## config.mk

```make
export PLATFORM = sky130hd
export DESIGN_NAME = hazard_fwd_unit
export DESIGN_NICKNAME = d
export VERILOG_FILES = /design/src/rtl/hazard_fwd_unit.sv
export SDC_FILE = /design/constraint.sdc
export NUM_CORES = 1
export LEC_CHECK = 0
export ABC_CLOCK_PERIOD_IN_PS = 2200
export BUFFER_PORTS_ARGS = -buffer_cell sky130_fd_sc_hd__buf_2
export CORE_ASPECT_RATIO = 0.5
export CORE_MARGIN = 5
export CORE_UTILIZATION = 51
export CTS_BUF_LIST = sky130_fd_sc_hd__clkbuf_4 sky130_fd_sc_hd__clkbuf_8 sky130_fd_sc_hd__clkbuf_16
export CTS_CLUSTER_DIAMETER = 60
export DETAILED_ROUTE_END_ITERATION = 12
export PLACE_DENSITY = 0.76
export SYNTH_ARGS = -nofsm -noshare
export SYNTH_HDL_FRONTEND = slang
export SYNTH_SLANG_ARGS = --single-unit
```

## constraint.sdc

```tcl
create_clock -name clk -period 2.2 [get_ports clk]
set_input_delay 0.22 -clock clk [delete_from_list [all_inputs] [get_ports clk]]
set_output_delay 0.22 -clock clk [all_outputs]
set_load 0.005 [all_outputs]
```

## src/rtl/hazard_fwd_unit.sv

```systemverilog
// Hazard/forwarding controller for the 5-stage pipeline: tracks E/M/W destination tags
// with their remaining Tnew and derives stall and forward selects from Tuse vs Tnew.
module hazard_fwd_unit #(
    parameter int AW      = 5,
    parameter int TW      = 2,
    parameter int MUL_LAT = 5,
    parameter int DIV_LAT = 10,
    parameter int CW      = 4
) (
    input  logic          clk,
    input  logic          rst_n,
    input  logic          d_valid,
    input  logic [AW-1:0] d_rs,
    input  logic [AW-1:0] d_rt,
    input  logic [TW-1:0] d_rs_tuse,
    input  logic [TW-1:0] d_rt_tuse,
    input  logic          d_wr_en,
    input  logic [AW-1:0] d_wr_addr,
    input  logic [TW-1:0] d_tnew,
    input  logic          d_md_start,
    input  logic          d_md_div,
    input  logic          d_hilo_use,
    output logic          stall,
    output logic          md_busy,
    output logic [1:0]    fwd_rs_d,
    output logic [1:0]    fwd_rt_d,
    output logic [1:0]    fwd_rs_e,
    output logic [1:0]    fwd_rt_e,
    output logic          fwd_rt_m
);

    typedef struct packed {
        logic          valid;
        logic [AW-1:0] waddr;
        logic [TW-1:0] tnew;
    } dst_t;

    localparam logic [TW-1:0] TUSE_NONE = '1;
    localparam logic [1:0]    SEL_NONE  = 2'd0;
    localparam logic [1:0]    SEL_M     = 2'd1;
    localparam logic [1:0]    SEL_W     = 2'd2;
    localparam logic [1:0]    SEL_E     = 2'd3;
    localparam logic [CW-1:0] MUL_CNT   = CW'(MUL_LAT);
    localparam logic [CW-1:0] DIV_CNT   = CW'(DIV_LAT);

    dst_t          dst_e, dst_m, dst_w;
    logic [AW-1:0] rs_e, rt_e, rt_m;
    logic [CW-1:0] md_cnt;
    logic          data_stall, md_stall, md_load;

    function automatic logic hit(input dst_t t, input logic [AW-1:0] a);
        return t.valid && (t.waddr == a) && (a != '0);
    endfunction

    function automatic logic [TW-1:0] dec_sat(input logic [TW-1:0] t);
        return (t == '0) ? '0 : t - TW'(1);
    endfunction

    // The youngest matching producer alone decides; older producers are shadowed.
    function automatic logic src_stall(input logic [AW-1:0] a, input logic [TW-1:0] tuse,
                                       input dst_t e, input dst_t m, input dst_t w);
        logic s;
        s = 1'b0;
        if (tuse != TUSE_NONE) begin
            if (hit(e, a))      s = (e.tnew > tuse);
            else if (hit(m, a)) s = (m.tnew > tuse);
            else if (hit(w, a)) s = (w.tnew > tuse);
        end
        return s;
    endfunction

    function automatic logic [1:0] sel_d(input logic [AW-1:0] a,
                                         input dst_t e, input dst_t m, input dst_t w);
        logic [1:0] sel;
        sel = SEL_NONE;
        if (hit(e, a))      sel = (e.tnew == '0) ? SEL_E : SEL_NONE;
        else if (hit(m, a)) sel = (m.tnew == '0) ? SEL_M : SEL_NONE;
        else if (hit(w, a)) sel = (w.tnew == '0) ? SEL_W : SEL_NONE;
        return sel;
    endfunction

    function automatic logic [1:0] sel_e(input logic [AW-1:0] a, input dst_t m, input dst_t w);
        logic [1:0] sel;
        sel = SEL_NONE;
        if (hit(m, a))      sel = (m.tnew == '0) ? SEL_M : SEL_NONE;
        else if (hit(w, a)) sel = (w.tnew == '0) ? SEL_W : SEL_NONE;
        return sel;
    endfunction

    assign md_busy = (md_cnt != '0);

    // NOTE: every always_comb output is assigned on every path, so no latch can be inferred.
    always_comb begin
        data_stall = d_valid && (src_stall(d_rs, d_rs_tuse, dst_e, dst_m, dst_w) ||
                                 src_stall(d_rt, d_rt_tuse, dst_e, dst_m, dst_w));
        md_stall   = d_valid && (d_md_start || d_hilo_use) && md_busy;
        stall      = data_stall || md_stall;
        md_load    = d_valid && d_md_start && !stall;
        fwd_rs_d   = sel_d(d_rs, dst_e, dst_m, dst_w);
        fwd_rt_d   = sel_d(d_rt, dst_e, dst_m, dst_w);
        fwd_rs_e   = sel_e(rs_e, dst_m, dst_w);
        fwd_rt_e   = sel_e(rt_e, dst_m, dst_w);
        fwd_rt_m   = hit(dst_w, rt_m) && (dst_w.tnew == '0);
    end

    // NOTE: state registers use non-blocking assignments so every stage samples pre-edge values.
    always_ff @(posedge clk or negedge rst_n) begin
        if (!rst_n) begin
            dst_e  <= '0;
            dst_m  <= '0;
            dst_w  <= '0;
            rs_e   <= '0;
            rt_e   <= '0;
            rt_m   <= '0;
            md_cnt <= '0;
        end else begin
            if (stall || !d_valid) begin
                dst_e <= '0;
                rs_e  <= '0;
                rt_e  <= '0;
            end else begin
                dst_e <= '{valid: d_wr_en, waddr: d_wr_addr, tnew: d_tnew};
                rs_e  <= d_rs;
                rt_e  <= d_rt;
            end
            dst_m <= '{valid: dst_e.valid, waddr: dst_e.waddr, tnew: dec_sat(dst_e.tnew)};
            rt_m  <= rt_e;
            dst_w <= '{valid: dst_m.valid, waddr: dst_m.waddr, tnew: dec_sat(dst_m.tnew)};

            // A start while busy is already stalled, so a load never hits a running count.
            if (md_load)            md_cnt <= d_md_div ? DIV_CNT : MUL_CNT;
            else if (md_cnt != '0)  md_cnt <= md_cnt - CW'(1);
        end
    end

endmodule

```

==> reports/metrics.csv <==
metric;value;unit
fin_skew;0.00695;ns
seq_area;1080;sq um
ys.flop_type;dfrtp_1;
intPower;1.73;mW
p_comb_frac;0.354;
cts_root_buffer;clkbuf_8;
rr_worst_depth;10;
wl_per_cell;18.6;um
p_leak;1.70;nW
power.density;718;nW/um^2
p_seq_frac;0.393;
yosysSeqAreaShare;0.430;
portBuffers;38;
final_common_cell;buf_4;
synth_nets;285;
place_hpwl;4930;um
r2r_setup_slack;-0.49;ns
final_cell_mix;buf_4, dfrtp_1, buf_2;
crit_fanout;2;
path_class;reg -> out;
post-route-util;0.732;
worst_pin_slew;0.956;ns
p_clk_frac;0.252;
hold_viol;0;
io_pins;39;
drive_gt1_frac;0.423;
core;4840;sq um
synthArstFlopShare;1.00;
numCtsBuffers;5;
worst-path-buf-inv;1;
ant_nets;0;
grt_usage;0.233;
grt-ovfl-total;0;
grt_antenna_before_repair;0;
crit_path_end_kind;output port;
cp_top_family;simple AND/OR/NAND/NOR gates;
slowest_stage;dfrtp_1;
drv_cap;0;
synthCells;243;
diodes;0;
r2r_start;dst_m[5];
cts_sinks;43;
synth_edf_count;0;
hold_path_class;in -> async;
hold_ws;0.0703;ns
nets;379;
syn2layout_area_growth;41.7;%
nFillCells;298;
multi_input_area;1580;sq um
synth_area;2500;sq um
critPathMaxStageDelay;0.40;ns
htreeDepth;2;
switching_share;0.322;
vias;2276;
min_period;2.75;ns
r2r_end;rs_e[4];
fmax;364;MHz
synth-seq-cells;43;
synth.avg_cell_area;10.3;sq um
rows;18;
clk_latency;0.30;ns
grt_pass1_wl;11300;um
slew_headroom;0.363;
chipHeight;59.5;um
clk_path_buf_depth;2;
start_util;0.517;
grt_pass1_vias;2309;
grt_max_degree;44;
fin_crit_sh;1.25;
switchingPower;819;uW
die_area;6490;sq um
path_cells;xor2_1, nor4_1, nand4b_1, and3_1, o32a_1, or2_4, and2_4, buf_6;
rsz0062_at_grt;true;
setup_slack;-0.546;ns
status;finished with violations;
firstDrtPassIters;4;
gp_congestion;0.885;
synth_cell_type_count;37;
tritoncts;built;
start_kind;flip-flop;
setup_violations;26;
drt-initial-drc-count;181;
arrival;2.53;ns
avgViaCountPerCell;5.58;
dieWidth;109;um
routed_wl;7590;um
yosysWarnings;0;
drc;0;
crit_required;1.98;ns
path_clk_slew;0.08;ns
slew_violations;0;
violations;negative setup slack;
ir_worst_vdd;481;uV
power groups by stage:
stage / combinational, mW / sequential [mW] / clock [mW]
finish: 0.902 / 1.00 / 0.642
detailed placement: 0.703 / 1.01 / 0
floorplan: 0.431 / 0.977 / 0
CTS: 0.843 / 0.990 / 0.643
global placement: 0.663 / 0.998 / 0
global route: 0.969 / 1.01 / 0.687
per-layer routing:
layer / wire [um] / share of wire / vias to the layer above / GRT usage
li1: - / - / 1033 / -
met3: 578 / 0.076 / 24 / 0.0479
met1: 3060 / 0.40 / 1112 / 0.289
met2: 3720 / 0.49 / 107 / 0.405
met4: 235 / 0.031 / 0 / 0.0935
met5: 0 / 0 / - / 0
synthesized netlist by cell type, types with 2 or more instances:
library cell / number / area, sq um
nand2_1: 9 / 33.8
or2_2: 2 / 12.5
ha_1: 14 / 175
or4_1: 5 / 37.5
dfrtp_1: 43 / 1080
xnor2_1: 36 / 315
nand4_1: 10 / 62.6
clkbuf_1: 6 / 22.5
a2111oi_0: 2 / 17.5
a211oi_1: 2 / 15.0
nor4_1: 11 / 68.8
nor3b_1: 2 / 15.0
a21oi_1: 7 / 35.0
nand3_1: 3 / 15.0
and2_1: 21 / 131
o21ai_0: 6 / 30.0
or3_1: 2 / 12.5
o211ai_1: 3 / 22.5
nor2b_1: 4 / 25.0
nor3_1: 2 / 10.0
nor2_1: 8 / 30.0
xor2_1: 20 / 175
inv_1: 11 / 41.3
cell type report:
type                    instances  area share
repair buffers                 94       0.182
clock buffers                   6      0.0233
well taps                      70      0.0247
multi-input cells             182       0.444
inverters                      11      0.0116
clock inverters                 2     0.00988
flip-flops and latches         43       0.304
kinds of logic (layout without fill, tap and decap cells):
group / Yosys count / after routing / share of synthesized area
adder cells (fa/ha/maj): 14 / 14 / 0.0700
AO/OA/AOI/OAI: 28 / 28 / 0.0740
AND/OR/NAND/NOR: 84 / 84 / 0.200
XOR/XNOR: 56 / 56 / 0.196
buffers and inverters: 18 / 113 / 0.0300
flip-flops: 43 / 43 / 0.430
flip-flops by register name (all words and copies together) (netlist names):
name    count
rs_e        5
dst_e       8
rt_m        5
rt_e        5
dst_w       8
md_cnt      4
dst_m       8
worst max path at each step:
| stage | to | slack [ns] | startpoint | cells after the start |
|---|---|---|---|---|
| 2_1_floorplan | stall | -0.01 | dst_m[5] | 7 |
| 3_3_place_gp | stall | -0.26 | d_rs[1] | 9 |
| 3_5_place_dp | stall | -0.33 | d_rs[1] | 9 |
| 4_1_cts | stall | -0.48 | dst_m[2] | 8 |
| 5_1_grt | stall | -0.64 | dst_m[2] | 10 |
| 6_report | stall | -0.55 | dst_m[5] | 8 |
repair_timing:
item / 4_1_cts / 5_1_grt
cloned: 1 / 1
setup endpoints to repair: 27 / 31
pin swaps: 15 / 18
gates resized for setup: 26 / 39
hold buffers: 0 / 0
setup buffers: 9 / 5
stage by stage:
stage | TNS (ns) | area, sq um | power (mW) | worst slack, ns | std cells
floorplan | -0.0116 | 2500 | 1.41 | -0.0116 | 243
global placement | -4.41 | 3110 | 1.66 | -0.257 | 390
detailed placement | -6.93 | 3110 | 1.71 | -0.334 | 390
global route | -12.46 | 3540 | 2.67 | -0.638 | 408
CTS | -8.49 | 3420 | 2.48 | -0.477 | 408
finish | -10.70 | 3540 | 2.54 | -0.546 | 408
Note: power is estimated with default switching activity, not from simulation.
